--- config.mk ---
export PLATFORM = sky130hd
export DESIGN_NAME = vote_entry_ctrl
export DESIGN_NICKNAME = d
export VERILOG_FILES = /design/src/rtl/vote_pkg.sv /design/src/rtl/vote_hold_timer.sv /design/src/rtl/vote_entry_ctrl.sv
export SDC_FILE = /design/constraint.sdc
export NUM_CORES = 1
export LEC_CHECK = 0
export CAP_MARGIN = 20
export CORE_MARGIN = 2
export CORE_UTILIZATION = 58
export DETAILED_ROUTE_END_ITERATION = 6
export HOLD_SLACK_MARGIN = 0.08
export PLACE_DENSITY = 0.79
export SLEW_MARGIN = 20
export SYNTH_ARGS = -nofsm -noshare
export SYNTH_HDL_FRONTEND = slang
export SYNTH_HIERARCHICAL = 1
export SYNTH_SLANG_ARGS = --single-unit
export TNS_END_PERCENT = 1
--- constraint.sdc ---
create_clock -name clk -period 3.45 [get_ports clk]
set_clock_uncertainty 0.2 [all_clocks]
set_input_delay 0.69 -clock clk [delete_from_list [all_inputs] [get_ports clk]]
set_output_delay 0.69 -clock clk [all_outputs]
set_load 0.05 [all_outputs]
--- src/rtl/vote_pkg.sv ---
// Shared types and constants for the ballot keypad entry controller.
package vote_pkg;

  typedef enum logic [2:0] {
    IDLE,
    ONE,
    TWO,
    BLANK,
    DONE
  } state_e;

  localparam logic [3:0] KEY_BRANCO   = 4'hA;
  localparam logic [3:0] KEY_CORRIGE  = 4'hB;
  localparam logic [3:0] KEY_CONFIRMA = 4'hC;

  localparam logic [3:0] SEG_BLANK      = 4'hF;
  localparam logic [3:0] SEG_UNDERSCORE = 4'hD;

  function automatic logic is_digit(input logic [3:0] key);
    return key <= 4'd9;
  endfunction

  // Two decimal digits to a binary candidate number (0-99 fits in 7 bits).
  function automatic logic [6:0] vote_value(input logic [3:0] tens, input logic [3:0] units);
    return (7'(tens) * 7'd10) + 7'(units);
  endfunction

endpackage

--- src/rtl/vote_hold_timer.sv ---
// Loadable down-counter with a zero flag; saturates at zero.
module vote_hold_timer #(
  parameter int unsigned     Width    = 8,
  parameter logic [Width-1:0] ResetVal = '0
) (
  input  logic             clk_i,
  input  logic             rst_i,
  input  logic             load_i,
  input  logic [Width-1:0] load_val_i,
  input  logic             dec_i,
  output logic             zero_o
);

  logic [Width-1:0] cnt_q;

  // Load has priority over decrement; never wraps below zero.
  always_ff @(posedge clk_i) begin
    if (rst_i) begin
      cnt_q <= ResetVal;
    end else if (load_i) begin
      cnt_q <= load_val_i;
    end else if (dec_i && (cnt_q != '0)) begin
      cnt_q <= cnt_q - 1'b1;
    end
  end

  assign zero_o = (cnt_q == '0);

endmodule

--- src/rtl/vote_entry_ctrl.sv ---
// Voter keypad entry sequencer: two digits or blank vote, correct/confirm, then lockout.
// Optional build macro CURSOR_BLINK_EN makes the awaiting digit position blink.
module vote_entry_ctrl
  import vote_pkg::*;
#(
  parameter int unsigned DONE_HOLD = 50_000_000,
  parameter int unsigned BLINK_DIV = 12_500_000
) (
  input  logic       clk,
  input  logic       rst,
  input  logic       key_valid,
  input  logic [3:0] key_code,
  output logic [3:0] dig1_code,
  output logic [3:0] dig2_code,
  output logic       vote_valid,
  output logic       vote_blank,
  output logic [6:0] vote_number,
  output logic       busy
);

  localparam int unsigned      HoldW    = $clog2(DONE_HOLD + 1);
  localparam logic [HoldW-1:0] HoldLoad = HoldW'(DONE_HOLD - 1);

  if (DONE_HOLD < 1) begin : g_bad_done_hold
    $error("DONE_HOLD must be at least 1");
  end
  if (BLINK_DIV < 1) begin : g_bad_blink_div
    $error("BLINK_DIV must be at least 1");
  end

  state_e     state_q, state_d;
  logic [3:0] d1_q, d1_d, d2_q, d2_d;
  logic       confirm_ok;
  logic       hold_zero;
  logic [3:0] cursor_code;
  logic [3:0] dig1_d, dig2_d;

  // State and digit registers.
  always_ff @(posedge clk) begin
    if (rst) begin
      state_q <= IDLE;
      d1_q    <= 4'd0;
      d2_q    <= 4'd0;
    end else begin
      state_q <= state_d;
      d1_q    <= d1_d;
      d2_q    <= d2_d;
    end
  end

  // Next-state and digit capture from keypad strobes.
  always_comb begin
    state_d    = state_q;
    d1_d       = d1_q;
    d2_d       = d2_q;
    confirm_ok = 1'b0;
    case (state_q)
      IDLE: begin
        if (key_valid) begin
          if (is_digit(key_code)) begin
            d1_d    = key_code;
            state_d = ONE;
          end else if (key_code == KEY_BRANCO) begin
            state_d = BLANK;
          end
        end
      end
      ONE: begin
        if (key_valid) begin
          if (is_digit(key_code)) begin
            d2_d    = key_code;
            state_d = TWO;
          end else if (key_code == KEY_CORRIGE) begin
            d1_d    = 4'd0;
            state_d = IDLE;
          end
        end
      end
      TWO: begin
        if (key_valid) begin
          if (key_code == KEY_CORRIGE) begin
            d1_d    = 4'd0;
            d2_d    = 4'd0;
            state_d = IDLE;
          end else if (key_code == KEY_CONFIRMA) begin
            confirm_ok = 1'b1;
            state_d    = DONE;
          end
        end
      end
      BLANK: begin
        if (key_valid) begin
          if (key_code == KEY_CONFIRMA) begin
            confirm_ok = 1'b1;
            state_d    = DONE;
          end else if (key_code == KEY_CORRIGE) begin
            state_d = IDLE;
          end
        end
      end
      DONE: begin
        // Keys are ignored here, including one arriving on the exit cycle.
        if (hold_zero) begin
          d1_d    = 4'd0;
          d2_d    = 4'd0;
          state_d = IDLE;
        end
      end
      default: state_d = IDLE;
    endcase
  end

  vote_hold_timer #(
    .Width    (HoldW),
    .ResetVal ('0)
  ) u_done_timer (
    .clk_i      (clk),
    .rst_i      (rst),
    .load_i     ((state_d == DONE) && (state_q != DONE)),
    .load_val_i (HoldLoad),
    .dec_i      (state_q == DONE),
    .zero_o     (hold_zero)
  );

`ifdef CURSOR_BLINK_EN
  localparam int unsigned      BlinkW    = $clog2(BLINK_DIV + 1);
  localparam logic [BlinkW-1:0] BlinkLoad = BlinkW'(BLINK_DIV - 1);

  logic blink_on_q, blink_on_d, blink_load, blink_zero;

  // Phase restarts "on" at every state change, otherwise toggles each BLINK_DIV cycles.
  always_comb begin
    blink_on_d = blink_on_q;
    blink_load = 1'b0;
    if (state_d != state_q) begin
      blink_on_d = 1'b1;
      blink_load = 1'b1;
    end else if (blink_zero) begin
      blink_on_d = ~blink_on_q;
      blink_load = 1'b1;
    end
  end

  // Blink phase register.
  always_ff @(posedge clk) begin
    if (rst) begin
      blink_on_q <= 1'b1;
    end else begin
      blink_on_q <= blink_on_d;
    end
  end

  vote_hold_timer #(
    .Width    (BlinkW),
    .ResetVal (BlinkLoad)
  ) u_blink_timer (
    .clk_i      (clk),
    .rst_i      (rst),
    .load_i     (blink_load),
    .load_val_i (BlinkLoad),
    .dec_i      (1'b1),
    .zero_o     (blink_zero)
  );

  assign cursor_code = blink_on_d ? SEG_UNDERSCORE : SEG_BLANK;
`else
  assign cursor_code = SEG_UNDERSCORE;
`endif

  // Display codes derived from the upcoming state so they land with it.
  always_comb begin
    dig1_d = SEG_BLANK;
    dig2_d = SEG_BLANK;
    case (state_d)
      IDLE: begin
        dig1_d = cursor_code;
        dig2_d = SEG_UNDERSCORE;
      end
      ONE: begin
        dig1_d = d1_d;
        dig2_d = cursor_code;
      end
      TWO: begin
        dig1_d = d1_d;
        dig2_d = d2_d;
      end
      default: begin
        dig1_d = SEG_BLANK;
        dig2_d = SEG_BLANK;
      end
    endcase
  end

  // Registered outputs; vote record fields only change with a new vote.
  always_ff @(posedge clk) begin
    if (rst) begin
      dig1_code   <= SEG_UNDERSCORE;
      dig2_code   <= SEG_UNDERSCORE;
      vote_valid  <= 1'b0;
      vote_blank  <= 1'b0;
      vote_number <= 7'd0;
      busy        <= 1'b0;
    end else begin
      dig1_code  <= dig1_d;
      dig2_code  <= dig2_d;
      vote_valid <= confirm_ok;
      busy       <= (state_d == DONE);
      if (confirm_ok) begin
        vote_blank  <= (state_q == BLANK);
        vote_number <= (state_q == BLANK) ? 7'd0 : vote_value(d1_q, d2_q);
      end
    end
  end

endmodule
==> run_summary.xml, run 1 <==
<?xml version="1.0" encoding="UTF-8"?>
<metrics>
  <group name="detailed_routing">
    <metric name="average_wire_per_cell_in_the_routed_design" unit="um">14.7</metric>
    <metric name="via_count" unit="">2883</metric>
    <metric name="first_pass_iters" unit="">4</metric>
    <metric name="avgViaCountPerCell" unit="">5.92</metric>
    <metric name="drt-initial-drc-count" unit="">116</metric>
    <metric name="drc" unit="">0</metric>
    <metric name="total_routed_wirelength" unit="um">7160</metric>
    <metric name="ant_nets" unit="">0</metric>
  </group>
  <group name="synth">
    <metric name="synthesis.yosys.warnings" unit="">6</metric>
    <metric name="synthesis.area_per_instance" unit="um^2">8.47</metric>
    <metric name="synthAdderAreaFrac" unit="%">4.35</metric>
    <metric name="synth_top_flop_cell" unit="">sky130_fd_sc_hd__dfxtp_1</metric>
    <metric name="ys_ff_latch" unit="">55</metric>
    <metric name="synthCells" unit="">374</metric>
    <metric name="yosysUniqueCellTypes" unit="">65</metric>
    <metric name="synth_top_family_by_area" unit="">simple AND/OR/NAND/NOR gates</metric>
    <metric name="synth.mux.area_fraction" unit="%">0.316</metric>
    <metric name="synth-edff-count" unit="">0</metric>
    <metric name="compound_gate_fraction_of_synth_area" unit="%">23.2</metric>
    <metric name="synth_xor_xnor_area_share" unit="%">3.04</metric>
    <metric name="ys_seq_area_share" unit="%">34.8</metric>
    <metric name="yosys.area_share.simple" unit="%">28.6</metric>
    <metric name="ys_async_sr_fraction" unit="%">0</metric>
    <metric name="synthesized_cell_area" unit="um^2">3170</metric>
  </group>
  <group name="sta">
    <metric name="setup-violations-final" unit="">0</metric>
    <metric name="hold_viol_final" unit="">0</metric>
    <metric name="max_slew_margin" unit="%">40.4</metric>
    <metric name="grt_setup_unrepaired" unit="">no</metric>
    <metric name="max_clock_freq" unit="MHz">312</metric>
    <metric name="finalMaxSlewViolations" unit="">0</metric>
    <metric name="fin_crit" unit="ns">3.21</metric>
    <metric name="timing_worst_slew_pin_value" unit="ns">0.894</metric>
    <metric name="post-route-period-util" unit="%">92.9</metric>
    <metric name="setup_total_negative_slack" unit="ns">0</metric>
  </group>
  <group name="global_route">
    <metric name="antenna_found_initial" unit="">0</metric>
    <metric name="grt_start_max_net_pins" unit="">32</metric>
    <metric name="grt_pass1_wl" unit="um">12500</metric>
    <metric name="grt_overflow_total" unit="">0</metric>
    <metric name="grt_use_total" unit="%">25.3</metric>
    <metric name="grt_pass1_vias" unit="">2789</metric>
  </group>
  <group name="placement">
    <metric name="routabilityCongestion" unit="">0.900</metric>
    <metric name="port_buffers" unit="">24</metric>
    <metric name="half_perimeter_wire_length_of_the_detailed_placement_result" unit="um">5240</metric>
  </group>
  <group name="power">
    <metric name="share_clk_of_total_power" unit="%">30.7</metric>
    <metric name="leakage" unit="uW">0.00145</metric>
    <metric name="switching_power" unit="uW">378</metric>
    <metric name="seqPwrFrac" unit="%">53.0</metric>
    <metric name="switching_share" unit="%">30.1</metric>
    <metric name="power.density" unit="nW/um^2">344</metric>
    <metric name="vdd.ir_drop.worst" unit="V">0.000207</metric>
    <metric name="power" unit="uW">1260</metric>
    <metric name="intPower" unit="uW">879</metric>
    <metric name="power.share.combinational" unit="%">16.3</metric>
  </group>
  <group name="hold_path">
    <metric name="worst_hold_startpoint" unit="">vote_number[6]</metric>
    <metric name="hold_class" unit="">flop to flop</metric>
  </group>
  <group name="worst_setup_path">
    <metric name="endpoint_kind" unit="">flop</metric>
    <metric name="path_cells" unit="">inv_1 &gt; ha_1 &gt; or4b_1 &gt; or4_1 &gt; nor2_2 &gt; and3b_1 &gt; a41oi_1 &gt; a21o_1 &gt; a22o_1 &gt; a211o_1</metric>
    <metric name="launching_element_of_the_worst_setup_path" unit="">u_done_timer/cnt_q[0]</metric>
    <metric name="critical_path.reg2reg.startpoint" unit="">u_done_timer/cnt_q[0]</metric>
    <metric name="max_stage_delay" unit="ns">0.58</metric>
    <metric name="cp-start-kind" unit="">flop</metric>
    <metric name="critical_path_class" unit="">flop to flop</metric>
    <metric name="worst-endpoint-required" unit="ns">3.47</metric>
    <metric name="worstPathBufferInverterCount" unit="">1</metric>
    <metric name="cp_data_arrival_time" unit="ns">3.22</metric>
    <metric name="critical_path.max_fanout" unit="">5</metric>
    <metric name="path_delay_family" unit="">simple AND/OR/NAND/NOR gates</metric>
    <metric name="crit_path_top_delay_cell" unit="">sky130_fd_sc_hd__or4_1</metric>
  </group>
  <group name="cts">
    <metric name="cts_tree" unit="">yes</metric>
    <metric name="cts_root_buf" unit="">sky130_fd_sc_hd__clkbuf_8</metric>
    <metric name="clockBufferDepth" unit="">2</metric>
    <metric name="post_cts_resize_count" unit="">0</metric>
    <metric name="cts.sink_count" unit="">55</metric>
    <metric name="clkTransAtPathRegs" unit="ns">0.11</metric>
    <metric name="cts_made_buffers" unit="">5</metric>
    <metric name="post_cts.repair.setup_buffers" unit="">0</metric>
    <metric name="cts-hold-fix-buffers" unit="">0</metric>
    <metric name="clkLatencyLatePin" unit="ns">0.32</metric>
    <metric name="htreeDepth" unit="">2</metric>
  </group>
  <group name="final_layout">
    <metric name="most-common-layout-cells" unit="">55 x sky130_fd_sc_hd__dfxtp_1, 45 x sky130_fd_sc_hd__nor2_1, 26 x sky130_fd_sc_hd__conb_1</metric>
    <metric name="n_fill_cell" unit="">412</metric>
    <metric name="final_nets" unit="">432</metric>
    <metric name="combined_flip_flop_and_latch_cell_area" unit="um^2">1100</metric>
    <metric name="multi_input_area" unit="um^2">1990</metric>
    <metric name="post_route_cells_drive_above_1_share" unit="%">8.15</metric>
    <metric name="mostFrequentLayoutCell" unit="">sky130_fd_sc_hd__dfxtp_1</metric>
    <metric name="area.growth.synth_to_final" unit="%">15.3</metric>
    <metric name="insertedDiodeCount" unit="">0</metric>
  </group>
  <group name="floorplanning">
    <metric name="core-area" unit="um^2">5170</metric>
    <metric name="ioPinCount" unit="">25</metric>
    <metric name="fp.dieH" unit="um">77.9</metric>
    <metric name="die_w" unit="um">77.9</metric>
    <metric name="rows" unit="">26</metric>
    <metric name="dieArea" unit="um^2">6070</metric>
    <metric name="initial_utilization" unit="%">61.2</metric>
  </group>
  <group name="job">
    <metric name="max_cap_violations" unit="">0</metric>
  </group>
  <group name="status">
    <metric name="run_status" unit="">complete, no violations</metric>
  </group>
</metrics>
-- through the flow --
stage               utilization [%]  cells  cell area (um^2)  worst slack (ns)  hold WS (ns)
finish                         70.6    487              3650             0.244         0.261
global placement               68.7    479              3550             0.330         0.239
floorplan                         -    398              3260             0.466         0.236
global route                   70.6    487              3650            0.0737         0.299
CTS                            70.5    487              3650             0.193         0.264
detailed placement             68.7    479              3550             0.225         0.248
-- sequential cells by signal, summed over array words and instances (netlist names) --
| signal | cells |
|---|---|
| u_done_timer/cnt_q | 26 |
| vote_number | 7 |
| d1_q | 4 |
| d2_q | 4 |
| dig1_code | 4 |
| dig2_code | 4 |
| state_q | 3 |
| busy | 1 |
| vote_blank | 1 |
| vote_valid | 1 |
-- worst reg2reg max path: cells and delay by family, from the launching register on --
family,cells,cell delay (ns)
adder cells (fa/ha/maj),1,0.20
AND/OR/NAND/NOR,4,1.53
flip-flops,1,0.36
buffers and inverters,1,0.07
AO/OA/AOI/OAI,4,0.75
-- cell type report --
type | instances | area share [%]
timing repair buffer | 33 | 8.29
inverter | 20 | 2.06
tap | 70 | 2.40
sequential | 55 | 30.2
clock inverter | 3 | 0.788
clock buffer | 5 | 1.88
multi-input combinational | 301 | 54.4
-- cells by family (layout without fill, tap and decap cells) --
family / after synthesis / after routing
and+or+nand+nor: 159 / 159
AOI/OAI and AO/OA: 94 / 94
DFF: 55 / 55
buffers and inverters: 42 / 61
xor gates and xnor gates: 11 / 11
adders and majority gates: 10 / 10
other: 2 / 26
muxes: 1 / 1
-- routing by layer --
metal	track usage [%]	vias to the layer above	part of all wire, %
li1	-	1451	-
met1	29.9	1338	44
met2	43.4	75	49
met3	5.35	19	4.9
met4	12.3	0	2.6
met5	0	-	0
-- synthesized netlist by cell type, drive strengths merged (3+ instances only) --
library cell / instances / area share, %
a2111oi: 11 / 4.2
a211oi: 13 / 3.2
a21o: 3 / 0.71
a21oi: 15 / 2.5
a22oi: 3 / 0.71
a311oi: 10 / 2.8
a31oi: 3 / 0.59
and2: 5 / 0.99
and3: 8 / 1.6
and4: 8 / 2.2
buf: 6 / 1.1
clkbuf: 16 / 1.9
dfxtp: 55 / 35
ha: 7 / 2.8
inv: 19 / 2.3
nand2: 18 / 2.1
nand3: 3 / 0.47
nand4: 3 / 0.59
nor2: 46 / 5.5
nor2b: 13 / 2.6
nor3: 14 / 2.7
nor4: 9 / 2.2
o211ai: 3 / 0.71
o21ai: 14 / 2.4
o31ai: 4 / 1.1
or3: 11 / 2.2
or4: 6 / 1.5
xnor2: 11 / 3.0
-- worst paths after layout --
| kind | end | slack [ns] | cells past startpoint |
|---|---|---|---|
| worst max-delay path | dig2_code[1] | 0.24 | 10 |
| worst min-delay path | vote_number[6] | 0.26 | 2 |
| worst max register to register | dig2_code[1] | 0.24 | 10 |
| worst min register to register | vote_number[6] | 0.26 | 2 |
-- power groups by stage --
stage | clock (uW) | combinational, uW | sequential (uW)
after floorplan | 0 | 108 | 713
after global placement | 0 | 199 | 681
after detailed placement | 0 | 202 | 681
after CTS | 400 | 203 | 667
final | 385 | 205 | 666
after global routing | 418 | 225 | 669
(Power assumes the default switching activity.)
==> inputs of run 2 (changes only) <==
- ABC_AREA: default -> 1
- CORE_UTILIZATION: 58 -> 60
- PLACE_DENSITY: 0.79 -> 0.81
==> run 2 against run 1 <==
Via count increased by 30%. Design area increased by 13%. Non-clock buffer count decreased by 6. Clock power about the same. Worst setup slack improved by 0.36 ns. Wire length increased by 24%. First-iteration DRC count increased by 41%. Count of clock-buffer cells in the layout unchanged. Critical path depth decreased by 1. Sequential power about the same. Synthesized cell count increased by 58%. Hold slack improved by 0.0069 ns.
==> run_summary.xml, run 2 <==
<?xml version="1.0" encoding="UTF-8"?>
<metrics>
  <group name="global_route">
    <metric name="grt_start_max_net_pins" unit="">30</metric>
    <metric name="antenna_found_initial" unit="">0</metric>
    <metric name="grt_pass1_wl" unit="um">14900</metric>
    <metric name="grt_overflow_total" unit="">0</metric>
    <metric name="grt_pass1_vias" unit="">3494</metric>
    <metric name="grt_use_total" unit="%">28.1</metric>
  </group>
  <group name="worst_setup_path">
    <metric name="max_stage_delay" unit="ns">0.55</metric>
    <metric name="worst-endpoint-required" unit="ns">3.43</metric>
    <metric name="reg_to_reg_setup_timing_slack" unit="ns">0.88</metric>
    <metric name="cp_data_arrival_time" unit="ns">2.82</metric>
    <metric name="path_cells" unit="">clkdlybuf4s50_1 &gt; nor2_2 &gt; nand3_2 &gt; a21oi_2 &gt; clkinv_1 &gt; nand2_4 &gt; clkinv_4 &gt; nand2_1 &gt; a21oi_1</metric>
    <metric name="critical_path_class" unit="">input pin to flop</metric>
    <metric name="cp-start-kind" unit="">input pin</metric>
    <metric name="critical_path.max_fanout" unit="">16</metric>
    <metric name="crit_path_top_delay_cell" unit="">sky130_fd_sc_hd__clkdlybuf4s50_1</metric>
    <metric name="worstPathBufferInverterCount" unit="">3</metric>
    <metric name="endpoint_kind" unit="">flop</metric>
    <metric name="path_delay_family" unit="">buffers and inverters</metric>
  </group>
  <group name="cts">
    <metric name="clockBufferDepth" unit="">2</metric>
    <metric name="clkTransAtPathRegs" unit="ns">0.11</metric>
    <metric name="post_cts.repair.setup_buffers" unit="">0</metric>
    <metric name="clkLatencyLatePin" unit="ns">0.31</metric>
    <metric name="cts_root_buf" unit="">sky130_fd_sc_hd__clkbuf_8</metric>
    <metric name="htreeDepth" unit="">2</metric>
    <metric name="post_cts_resize_count" unit="">0</metric>
    <metric name="cts.sink_count" unit="">55</metric>
    <metric name="cts_tree" unit="">yes</metric>
    <metric name="cts-hold-fix-buffers" unit="">0</metric>
    <metric name="cts_made_buffers" unit="">5</metric>
  </group>
  <group name="final_layout">
    <metric name="largest-register" unit="">u_done_timer/cnt_q</metric>
    <metric name="mostFrequentLayoutCell" unit="">sky130_fd_sc_hd__nand2_1</metric>
    <metric name="most-common-layout-cells" unit="">193 x sky130_fd_sc_hd__nand2_1, 87 x sky130_fd_sc_hd__nor2_1, 58 x sky130_fd_sc_hd__nand3_1</metric>
    <metric name="non_filler_cells_in_the_finished_layout" unit="">712</metric>
    <metric name="final_nets" unit="">652</metric>
    <metric name="combined_flip_flop_and_latch_cell_area" unit="um^2">1100</metric>
    <metric name="reg.largest.list" unit="">u_done_timer/cnt_q (26), vote_number (7)</metric>
    <metric name="largest_register_ffs" unit="">26</metric>
    <metric name="area.growth.synth_to_final" unit="%">12.4</metric>
    <metric name="multi_input_area" unit="um^2">2320</metric>
    <metric name="postLayoutCellArea" unit="um^2">4120</metric>
    <metric name="n_fill_cell" unit="">536</metric>
    <metric name="insertedDiodeCount" unit="">0</metric>
    <metric name="post_route_cells_drive_above_1_share" unit="%">10.4</metric>
  </group>
  <group name="synth">
    <metric name="synthCells" unit="">592</metric>
    <metric name="yosysTopAreaCell" unit="">sky130_fd_sc_hd__dfxtp_1</metric>
    <metric name="yosysUniqueCellTypes" unit="">38</metric>
    <metric name="synth_top_cell_area_share" unit="%">30.1</metric>
    <metric name="synth_top_cells_by_area" unit="">sky130_fd_sc_hd__dfxtp_1 30%, sky130_fd_sc_hd__nand2_1 20%, sky130_fd_sc_hd__nor2_1 8.9%</metric>
    <metric name="synthesized_cell_area" unit="um^2">3660</metric>
    <metric name="synthesis.area_per_instance" unit="um^2">6.19</metric>
    <metric name="synth_top_flop_cell" unit="">sky130_fd_sc_hd__dfxtp_1</metric>
    <metric name="ys_seq_area_share" unit="%">30.1</metric>
    <metric name="synthesis.yosys.warnings" unit="">6</metric>
    <metric name="ys_async_sr_fraction" unit="%">0</metric>
    <metric name="synthMostInstantiatedCell" unit="">sky130_fd_sc_hd__nand2_1</metric>
    <metric name="synth.cells.most_frequent" unit="">193 x sky130_fd_sc_hd__nand2_1, 87 x sky130_fd_sc_hd__nor2_1, 58 x sky130_fd_sc_hd__nand3_1, 57 x sky130_fd_sc_hd__inv_1, 55 x sky130_fd_sc_hd__dfxtp_1</metric>
    <metric name="synth-edff-count" unit="">0</metric>
    <metric name="ys_ff_latch" unit="">55</metric>
  </group>
  <group name="sta">
    <metric name="fin_crit" unit="ns">2.84</metric>
    <metric name="setup-violations-final" unit="">0</metric>
    <metric name="hold-worst-slack" unit="ns">0.267</metric>
    <metric name="max_slew_margin" unit="%">60.1</metric>
    <metric name="postLayoutSetupSlackWorst" unit="ns">0.606</metric>
    <metric name="finalMaxSlewViolations" unit="">0</metric>
    <metric name="hold_viol_final" unit="">0</metric>
    <metric name="grt_setup_unrepaired" unit="">no</metric>
    <metric name="setup_total_negative_slack" unit="ns">0</metric>
    <metric name="timing_worst_slew_pin_value" unit="ns">0.599</metric>
    <metric name="max_clock_freq" unit="MHz">352</metric>
    <metric name="post-route-period-util" unit="%">82.4</metric>
  </group>
  <group name="floorplanning">
    <metric name="die_w" unit="um">82.1</metric>
    <metric name="rows" unit="">28</metric>
    <metric name="fp.dieH" unit="um">82.1</metric>
    <metric name="dieArea" unit="um^2">6740</metric>
    <metric name="ioPinCount" unit="">25</metric>
    <metric name="core-area" unit="um^2">5920</metric>
    <metric name="initial_utilization" unit="%">61.9</metric>
  </group>
  <group name="placement">
    <metric name="dp.cells" unit="">704</metric>
    <metric name="placed_area" unit="um^2">4020</metric>
    <metric name="port_buffers" unit="">24</metric>
    <metric name="preCtsSetupSlack" unit="ns">0.307</metric>
    <metric name="half_perimeter_wire_length_of_the_detailed_placement_result" unit="um">6630</metric>
    <metric name="routabilityCongestion" unit="">0.947</metric>
  </group>
  <group name="detailed_routing">
    <metric name="avgViaCountPerCell" unit="">5.25</metric>
    <metric name="drt-initial-drc-count" unit="">164</metric>
    <metric name="average_wire_per_cell_in_the_routed_design" unit="um">12.5</metric>
    <metric name="via_count" unit="">3739</metric>
    <metric name="total_routed_wirelength" unit="um">8910</metric>
    <metric name="drc" unit="">0</metric>
    <metric name="first_pass_iters" unit="">7</metric>
    <metric name="ant_nets" unit="">0</metric>
  </group>
  <group name="job">
    <metric name="max_cap_violations" unit="">0</metric>
  </group>
  <group name="power">
    <metric name="power.density" unit="nW/um^2">309</metric>
    <metric name="leakage" unit="uW">0.00200</metric>
    <metric name="vdd.ir_drop.worst" unit="V">0.000242</metric>
  </group>
  <group name="status">
    <metric name="run_status" unit="">complete, no violations</metric>
  </group>
  <group name="hold_path">
    <metric name="hold_class" unit="">flop to flop</metric>
  </group>
</metrics>
[run 2: report_power, final]
part	leakage [uW]	switching [uW]	internal [uW]
registers	0.000445	14.9	650
logic	0.00151	151	72.3
clock network	0.0000467	235	151
total	0.00200	401	873
[run 2: tightest hold or removal path: cells and delay by family, from the launching register on]
| family | cells | cell delay [ns] |
|---|---|---|
| AOI/OAI and AO/OA | 1 | 0.05 |
| DFF | 1 | 0.33 |
| and+or+nand+nor | 1 | 0.06 |
[run 2: metrics by stage]
stage                     total power (uW)  utilization (%)
after floorplan                        844                -
after global placement                 894             67.9
after detailed placement               899             67.9
after CTS                             1290             69.5
after global routing                  1340             69.5
final                                 1270             69.5
[run 2: cell type report]
class | count | share of cell area [%]
clock buffers | 5 | 1.67
clock inverters | 3 | 0.668
inverters | 65 | 6.08
multi-input cells | 482 | 56.3
flip-flops and latches | 55 | 26.7
well taps | 75 | 2.28
repair buffers | 27 | 6.26
[run 2: logic make-up after synthesis]
logic type	Yosys count	share of synthesized area, %
simple gates	383	46.1
xor+xnor	6	1.43
buf+inv	79	9.09
compound gates	58	9.60
other cells	2	0.205
fa+ha+maj	9	3.48
flops	55	30.1
[run 2: worst paths after layout]
check             depth (start not counted)                      to             startpoint
setup / recovery                          9  u_done_timer/cnt_q[16]            key_code[1]
hold / removal                            2              vote_blank             vote_blank
setup reg to reg                         17            dig1_code[1]  u_done_timer/cnt_q[0]
hold reg to reg                           2              vote_blank             vote_blank
[run 2: metal layers]
metal	part of all wire (%)	GRT usage [%]
met1	43	32.5
met2	51	52.1
met3	3.7	3.91
met4	2.1	10.5
met5	0	0
==> inputs of run 3 (changes only) <==
- CORE_UTILIZATION: 60 -> 54
- PLACE_DENSITY: 0.81 -> 0.77
- clock period: 3.45 -> 2.3 ns (I/O delays scaled with it)
==> run 3 against run 2 <==
Combinational power increased by 67%. Worst setup slack got worse by 0.47 ns. Critical path depth increased by 7. Sequential power increased by 50%. Final cell count increased by 7.0%. Core utilization decreased by 0.75 points. Clock power increased by 74%. First-iteration DRC count increased by 47%. Largest cell class unchanged.
==> run_summary.xml, run 3 (same netlist as run 2, synthesis figures left out) <==
<?xml version="1.0" encoding="UTF-8"?>
<metrics>
  <group name="detailed_routing">
    <metric name="total_routed_wirelength" unit="um">9380</metric>
    <metric name="first_pass_iters" unit="">5</metric>
    <metric name="avgViaCountPerCell" unit="">5.21</metric>
    <metric name="average_wire_per_cell_in_the_routed_design" unit="um">12.3</metric>
    <metric name="ant_nets" unit="">0</metric>
    <metric name="drc" unit="">0</metric>
    <metric name="via_count" unit="">3971</metric>
    <metric name="drt-initial-drc-count" unit="">241</metric>
  </group>
  <group name="final_layout">
    <metric name="postLayoutCoreUtil" unit="%">68.8</metric>
    <metric name="area.growth.synth_to_final" unit="%">25.5</metric>
    <metric name="reg.largest.list" unit="">u_done_timer/cnt_q (26), vote_number (7)</metric>
    <metric name="mostFrequentLayoutCell" unit="">sky130_fd_sc_hd__nand2_1</metric>
    <metric name="final_nets" unit="">697</metric>
    <metric name="postLayoutCellArea" unit="um^2">4600</metric>
    <metric name="largest_register_ffs" unit="">26</metric>
    <metric name="most-common-layout-cells" unit="">191 x sky130_fd_sc_hd__nand2_1, 79 x sky130_fd_sc_hd__nor2_1, 54 x sky130_fd_sc_hd__inv_1, 54 x sky130_fd_sc_hd__nand3_1, 46 x sky130_fd_sc_hd__dfxtp_1</metric>
    <metric name="non_filler_cells_in_the_finished_layout" unit="">762</metric>
    <metric name="largest-register" unit="">u_done_timer/cnt_q</metric>
    <metric name="n_fill_cell" unit="">597</metric>
    <metric name="post_route_cells_drive_above_1_share" unit="%">20.2</metric>
    <metric name="insertedDiodeCount" unit="">0</metric>
  </group>
  <group name="floorplanning">
    <metric name="initial_utilization" unit="%">54.8</metric>
    <metric name="dieArea" unit="um^2">7460</metric>
    <metric name="fp.dieH" unit="um">86.4</metric>
    <metric name="rows" unit="">30</metric>
    <metric name="core-area" unit="um^2">6680</metric>
    <metric name="ioPinCount" unit="">25</metric>
    <metric name="die_w" unit="um">86.4</metric>
  </group>
  <group name="sta">
    <metric name="grt_setup_unrepaired" unit="">yes</metric>
    <metric name="timing_worst_slew_pin_value" unit="ns">0.515</metric>
    <metric name="max_slew_margin" unit="%">65.6</metric>
    <metric name="fin_crit" unit="ns">2.17</metric>
    <metric name="finalMaxSlewViolations" unit="">0</metric>
    <metric name="setup-violations-final" unit="">0</metric>
    <metric name="max_clock_freq" unit="MHz">461</metric>
    <metric name="post-route-period-util" unit="%">94.2</metric>
    <metric name="hold_viol_final" unit="">0</metric>
  </group>
  <group name="cts">
    <metric name="clockBufferDepth" unit="">2</metric>
    <metric name="cts_root_buf" unit="">sky130_fd_sc_hd__clkbuf_8</metric>
    <metric name="cts_tree" unit="">yes</metric>
    <metric name="clkLatencyLatePin" unit="ns">0.31</metric>
    <metric name="cts_made_buffers" unit="">5</metric>
    <metric name="cts.sink_count" unit="">55</metric>
    <metric name="cts-hold-fix-buffers" unit="">0</metric>
    <metric name="clkTransAtPathRegs" unit="ns">0.11</metric>
    <metric name="htreeDepth" unit="">2</metric>
  </group>
  <group name="power">
    <metric name="power.density" unit="nW/um^2">443</metric>
    <metric name="intPower" unit="uW">1440</metric>
    <metric name="seqPwrFrac" unit="%">48.9</metric>
    <metric name="switching_share" unit="%">29.5</metric>
    <metric name="switching_power" unit="uW">600</metric>
    <metric name="share_clk_of_total_power" unit="%">32.9</metric>
    <metric name="leakage" unit="uW">0.00227</metric>
    <metric name="power.share.combinational" unit="%">18.3</metric>
    <metric name="vdd.ir_drop.worst" unit="V">0.000260</metric>
    <metric name="power" unit="uW">2040</metric>
  </group>
  <group name="worst_setup_path">
    <metric name="worstRegToRegCells" unit="">16</metric>
    <metric name="critical_path.max_fanout" unit="">5</metric>
    <metric name="crit-reg2reg-capture" unit="">dig2_code[1]</metric>
    <metric name="critical_path.reg2reg.startpoint" unit="">u_done_timer/cnt_q[15]</metric>
    <metric name="critical_path_class" unit="">flop to flop</metric>
    <metric name="endpoint_kind" unit="">flop</metric>
    <metric name="reg_to_reg_setup_timing_slack" unit="ns">0.13</metric>
    <metric name="worst-endpoint-required" unit="ns">2.32</metric>
    <metric name="cp_data_arrival_time" unit="ns">2.19</metric>
    <metric name="cp-start-kind" unit="">flop</metric>
  </group>
  <group name="hold_path">
    <metric name="worst_hold_startpoint" unit="">vote_blank</metric>
    <metric name="min_delay_worst_endpoint" unit="">vote_blank</metric>
    <metric name="hold_class" unit="">flop to flop</metric>
    <metric name="min_delay_path_depth" unit="">2</metric>
  </group>
  <group name="global_route">
    <metric name="grt_use_total" unit="%">26.6</metric>
    <metric name="grt_start_max_net_pins" unit="">20</metric>
    <metric name="grt_overflow_total" unit="">0</metric>
    <metric name="grt_pass1_wl" unit="um">16200</metric>
    <metric name="grt_pass1_vias" unit="">3634</metric>
    <metric name="antenna_found_initial" unit="">0</metric>
  </group>
  <group name="placement">
    <metric name="routabilityCongestion" unit="">0.981</metric>
    <metric name="dp.cells" unit="">752</metric>
    <metric name="port_buffers" unit="">24</metric>
    <metric name="placed_area" unit="um^2">4390</metric>
    <metric name="half_perimeter_wire_length_of_the_detailed_placement_result" unit="um">7150</metric>
  </group>
  <group name="status">
    <metric name="run_status" unit="">complete, no violations</metric>
  </group>
  <group name="job">
    <metric name="max_cap_violations" unit="">0</metric>
  </group>
</metrics>
-- run 3: cell types whose count changed in the layout (fill, tap and decap cells not counted), sizes merged --
cell    previous run  this run
bufinv             0         1
inv               64        63
buf                4        49
-- run 3: what timing repair did --
action                     CTS  global route
setup endpoints to repair    0            18
resized for setup            0            31
setup buffers                0             2
-- run 3: worst max-delay path by stage --
stage                            from                      to  cells past startpoint
3_3_place_gp              key_code[3]  u_done_timer/cnt_q[17]                     11
4_1_cts         u_done_timer/cnt_q[0]            dig2_code[1]                     17
5_1_grt        u_done_timer/cnt_q[15]            dig2_code[1]                     16
6_report       u_done_timer/cnt_q[15]            dig2_code[1]                     16
2_1_floorplan             key_code[1]  u_done_timer/cnt_q[17]                     11
3_5_place_dp              key_code[3]   u_done_timer/cnt_q[1]                     12
-- run 3: metal layers --
layer	part of all wire, %	track usage, %
met1	46	35.3
met2	46	43.8
met3	7.7	5.05
met4	1.2	8.10
met5	0	0
-- run 3: cell type report --
type | count | area (um^2) | area share (%)
multi-input cells | 482 | 2390 | 51.9
flip-flops and latches | 55 | 1110 | 24.2
repair buffers | 72 | 633 | 13.8
inverters | 65 | 250 | 5.44
well taps | 80 | 100 | 2.18
clock buffers | 5 | 68.8 | 1.50
clock inverters | 3 | 46.3 | 1.01
-- run 3: critical path, cell delays in order (launching register included) --
cell,delay (ns)
sky130_fd_sc_hd__dfxtp_2,0.36
sky130_fd_sc_hd__nor2_2,0.12
sky130_fd_sc_hd__nand2_1,0.10
sky130_fd_sc_hd__nor2_4,0.16
sky130_fd_sc_hd__nand2_4,0.06
sky130_fd_sc_hd__clkinv_2,0.05
sky130_fd_sc_hd__nand3_2,0.07
sky130_fd_sc_hd__nor2_2,0.13
sky130_fd_sc_hd__inv_2,0.05
sky130_fd_sc_hd__nand3_2,0.07
sky130_fd_sc_hd__nand3_2,0.08
sky130_fd_sc_hd__nor2_4,0.21
sky130_fd_sc_hd__nand3_2,0.13
sky130_fd_sc_hd__nand2_1,0.09
sky130_fd_sc_hd__nand2_1,0.07
sky130_fd_sc_hd__nand3_1,0.07
sky130_fd_sc_hd__nand2_1,0.06
-- run 3: stage by stage --
| stage | hold WS (ns) | setup WS [ns] | setup TNS (ns) |
|---|---|---|---|
| 6_report | 0.272 | 0.133 | 0 |
| 5_1_grt | 0.292 | -0.0269 | -0.0655 |
| 4_1_cts | 0.275 | 0.0156 | 0 |
| 3_5_place_dp | 0.258 | -0.158 | -2.32 |
| 3_3_place_gp | 0.249 | -0.131 | -1.34 |
| 2_1_floorplan | 0.244 | 0.0246 | 0 |
-- run 3: power by group through the flow --
stage          registers [uW]  clock network (uW)  logic, uW
2_1_floorplan            1050                   0        213
3_3_place_gp             1020                   0        356
3_5_place_dp             1020                   0        362
4_1_cts                   995                 698        363
5_1_grt                   999                 729        414
6_report                  996                 670        372
==> edit 1, RTL diff (config.mk and constraints of run 2) <==
The option `CURSOR_BLINK_EN` is turned on by a define.
--- a/src/rtl/vote_entry_ctrl.sv
+++ b/src/rtl/vote_entry_ctrl.sv
@@ -2,2 +2,4 @@
 // Optional build macro CURSOR_BLINK_EN makes the awaiting digit position blink.
+`define CURSOR_BLINK_EN
+
 module vote_entry_ctrl
Function: same outputs for any inputs over 10 cycles, from zero or initial values and one cycle with rst high; that may be too few to reach the edited logic, so the function may still have changed.
==> edit 1 against run 2 <==
Setup slack lost 310 ps. Sequential cell count is 25 higher. Total power rose by 79%. Synthesized area rose by 48%. Cell area rose by 49%. Critical path depth rose by 10. Wire length rose by 49%. Critical path type unchanged. Critical endpoint is now u_blink_timer/cnt_q[12]. Largest cell class unchanged. Largest power group unchanged.
==> edit 1: results (changes against run 2) <==
The maximum fanout along the worst path is 13 (was 16). The flow ran to the end, and the final reports show no timing, DRC or antenna violations. The run gives 1600 sq um (was 1100 sq um) as the area of all sequential standard cells. The met3 wirelength from detailed routing was 492 um (was 330 um); the routing usage on met3 was 4.61% (was 3.91%). The post-layout net count is 968 (was 652), and the number of non-filler instances in the completed layout is 1063 (was 712). Largest registers: u_done_timer/cnt_q: 26 flops, u_blink_timer/cnt_q: 24 flops, vote_number: 7 flops (was u_done_timer/cnt_q: 26 flops, vote_number: 7 flops). The tools report the reg-to-reg endpoint as u_blink_timer/cnt_q[12] (was dig1_code[1]).

The first-pass iteration count of the detailed router was 5 (was 7); the met2 demand-to-capacity share in global routing was 51.4% (was 52.1%). The logs give 9820 sq um (was 6740 sq um) for the overall die area and 2.87 nW (was 2.00 nW) for the static power due to leakage. The clock-pin slew on the worst setup and hold paths works out to 90 ps (was 110 ps). Synth cell count leaders: 264 x nand2_1, 141 x nor2_1, 84 x nand3_1 (was 193 x nand2_1, 87 x nor2_1, 58 x nand3_1). The logs give 3550 sq um (was 2320 sq um) for the combined area of the multi-input logic cells and 23.5 mm (was 14.9 mm) for the wire length of the first global-routing pass. The run gives 267 ps (about the same) as the smallest hold slack. The layout inverter count without the clock tree came out at 87 (was 65).

For the post-place setup slack, the log shows -49.1 ps (was 307 ps). For the worst reg-to-reg setup slack, the log shows 380 ps (was 880 ps). The run gives 28.6% (was 28.1%) as the total track usage. The clock buffer count in the final layout was 9 (was 5). For the placed wire-length estimate, the log shows 9.79 mm (was 6.63 mm). For the net switching power of the design, the log shows 0.832 mW (was 0.401 mW). The number of global-route vias before repair is 5397 (was 3494), and the wire length after detailed routing is 13.2 mm (was 8.91 mm). The clock distribution area overhead in the final layout was 2.88% (was 2.34%); the depth of the most critical reg-to-reg path was 18 (was 17).

The tools report the placed cell count as 1047 (was 704). The number of fill cells in the layout was 811 (was 536). The part of the Yosys area used for sequential elements was 29.5% (was 30.1%). The layout buffering overhead excluding clock cells was 5.24% (was 6.26%). The tools report the power in sequential cells as 1.07 mW (was 0.665 mW).
edit 1: how the worst max path moves through the flow:
stage	to	slack (ps)	startpoint	depth (start not counted)
floorplan	u_blink_timer/cnt_q[13]	780	key_valid	15
global placement	u_blink_timer/cnt_q[11]	70	key_code[2]	19
detailed placement	u_blink_timer/cnt_q[15]	-50	key_code[2]	19
CTS	u_blink_timer/cnt_q[15]	330	key_valid	16
global route	u_blink_timer/cnt_q[14]	40	key_code[3]	18
finish	u_blink_timer/cnt_q[12]	300	key_code[2]	19
edit 1: logic make-up (layout without fill, tap and decap cells):
group | count (synthesis) | in the layout | synth area share, %
other cells | 2 | 53 | 0.138
xor+xnor | 20 | 20 | 3.23
compound gates | 96 | 96 | 10.1
fa+ha+maj | 12 | 12 | 3.00
buf+inv | 109 | 138 | 8.65
simple gates | 556 | 556 | 45.4
flops | 80 | 80 | 29.5
edit 1: repair_timing:
action | CTS | global route
setup endpoints to repair | 0 | 1
buffers inserted | 0 | 0
gates resized for setup | 0 | 1
==> edit 2, RTL diff (config.mk and constraints of run 2) <==
Made on the original files. The output `busy` loses its register stage (`busy` becomes a continuous assignment).
--- a/src/rtl/vote_entry_ctrl.sv
+++ b/src/rtl/vote_entry_ctrl.sv
@@ -201,3 +201,2 @@
       vote_number <= 7'd0;
-      busy        <= 1'b0;
     end else begin
@@ -206,3 +205,2 @@
       vote_valid <= confirm_ok;
-      busy       <= (state_d == DONE);
       if (confirm_ok) begin
@@ -214,2 +212,4 @@
 
+  assign busy = (state_d == DONE);
+
 endmodule
Formal check against the unedited RTL: not equivalent (a bounded check fails within 4 cycles, from zero or initial values and one cycle with rst high).
==> edit 2 against run 2 <==
Cell area up 2.0%. Sequential cell count decreased by 1. Register-to-register slack improved by 50 ps. Worst hold slack improved by 3.9 ps. Total power rose by 2.4%. Synthesized area up 1.4%. Wire length is 2.2% higher. Setup slack worse by 300 ps.
==> edit 2: results (changes against run 2) <==
The flow ran to the end, and the final reports show no timing, DRC or antenna violations. The tools report the launching element type of the critical path as a flop (was an input port). The tools report the worst hold path startpoint as vote_number[6] (was vote_blank). Sink of the worst hold path: vote_number[6] (was vote_blank). The tools report the endpoint of the worst setup timing path as busy (was u_done_timer/cnt_q[16]).

The worst reg-to-reg setup slack is 930 ps (was 880 ps). The largest voltage drop on the vdd net came out at 0.215 mV (was 0.242 mV). The run gives 15.2 mm (was 14.9 mm) as the wire length of the first global-routing pass.

The part of the Yosys area used for sequential elements was 29.1% (was 30.1%); the area of placed instances was 4090 sq um (was 4020 sq um). Synth cell count leaders: 209 x nand2_1, 92 x nor2_1, 64 x inv_1 (was 193 x nand2_1, 87 x nor2_1, 58 x nand3_1). For the first-pass iteration count of the detailed router, the log shows 4 (was 7).

The share of post-route cells with drive strength above 1 was 9.52% (was 10.4%); the post-layout net count was 667 (was 652). The worst endpoint data arrival time is 2260 ps (was 2820 ps), and the placed cell count is 719 (was 704). The average vias per placed instance was 5.11 (was 5.25); the number of fill cells in the layout was 557 (was 536).

The logs give 488 ps (was 307 ps) for the post-place setup slack and 42 (was 38) for the count of different cell masters after synthesis. The maximum fanout along the worst path is 5 (was 16), and the share of synthesized flip-flops with an asynchronous set or reset is 0% (unchanged). Leading cell types by total area after synthesis: dfxtp_1 29%, nand2_1 21%, nor2_1 9.3% (was dfxtp_1 30%, nand2_1 20%, nor2_1 8.9%).

The detail-routed net length per standard cell was 12.5 um (about the same). The static power due to leakage was 2.10 nW (was 2.00 nW); the final critical-path setup slack was 302 ps (was 606 ps). First-iteration detailed-routing DRC count: 208 (was 164). The reg-to-reg endpoint was dig2_code[1] (was dig1_code[1]). Number of global-route vias before repair: 3490 (was 3494). The global placement routability congestion was 0.904 (was 0.947); the placed wire-length estimate was 6.86 mm (was 6.63 mm).
edit 2: changes by cell type in the layout (fill, tap and decap cells not counted), sizes merged, moves of 2 or more:
cell,change
nand2,+14
nand3,-7
a21oi,-5
nor2,+5
inv,+4
buf,+2
edit 2: cell families (layout without fill, tap and decap cells):
| group | count (synthesis) | after routing | synth area share [%] |
|---|---|---|---|
| simple gates | 396 | 396 | 47.3 |
| buf+inv | 85 | 107 | 9.94 |
| flops | 54 | 54 | 29.1 |
| compound gates | 53 | 53 | 8.63 |
| fa+ha+maj | 9 | 9 | 3.44 |
| xor+xnor | 6 | 6 | 1.42 |
| other cells | 2 | 26 | 0.202 |
edit 2: critical path, stage by stage, from the launching register on:
cell	delay, ps
dfxtp_1	360
nor2_1	220
nand2_1	160
nor2_2	220
nand2_4	90
clkinv_2	80
nand3_1	100
nor2_1	110
inv_1	50
nand3_1	100
inv_1	50
nor2_1	160
inv_1	100
buf_12	150
edit 2: layout make-up:
type / instances / area, sq um / area share, %
multi-input combinational: 490 / 2350 / 56.0
inverter: 71 / 278 / 6.61
sequential: 54 / 1080 / 25.7
clock buffer: 5 / 68.8 / 1.64
tap: 75 / 93.8 / 2.23
timing repair buffer: 29 / 288 / 6.85
clock inverter: 2 / 38.8 / 0.923
edit 2: routing by layer:
metal	wire (um)	vias up	share of wire [%]	global-route usage [%]
met3	286	14	3.1	4.02
met2	4650	74	51	52.3
met4	193	0	2.1	10.7
met1	3980	1679	44	33.5
li1	-	1944	-	-
met5	0	-	0	0
edit 2: report_power, final:
group | switching (mW) | internal (mW) | leakage, nW
sequential | 0.0143 | 0.637 | 0.437
combinational | 0.152 | 0.0732 | 1.61
clock | 0.213 | 0.214 | 0.0542
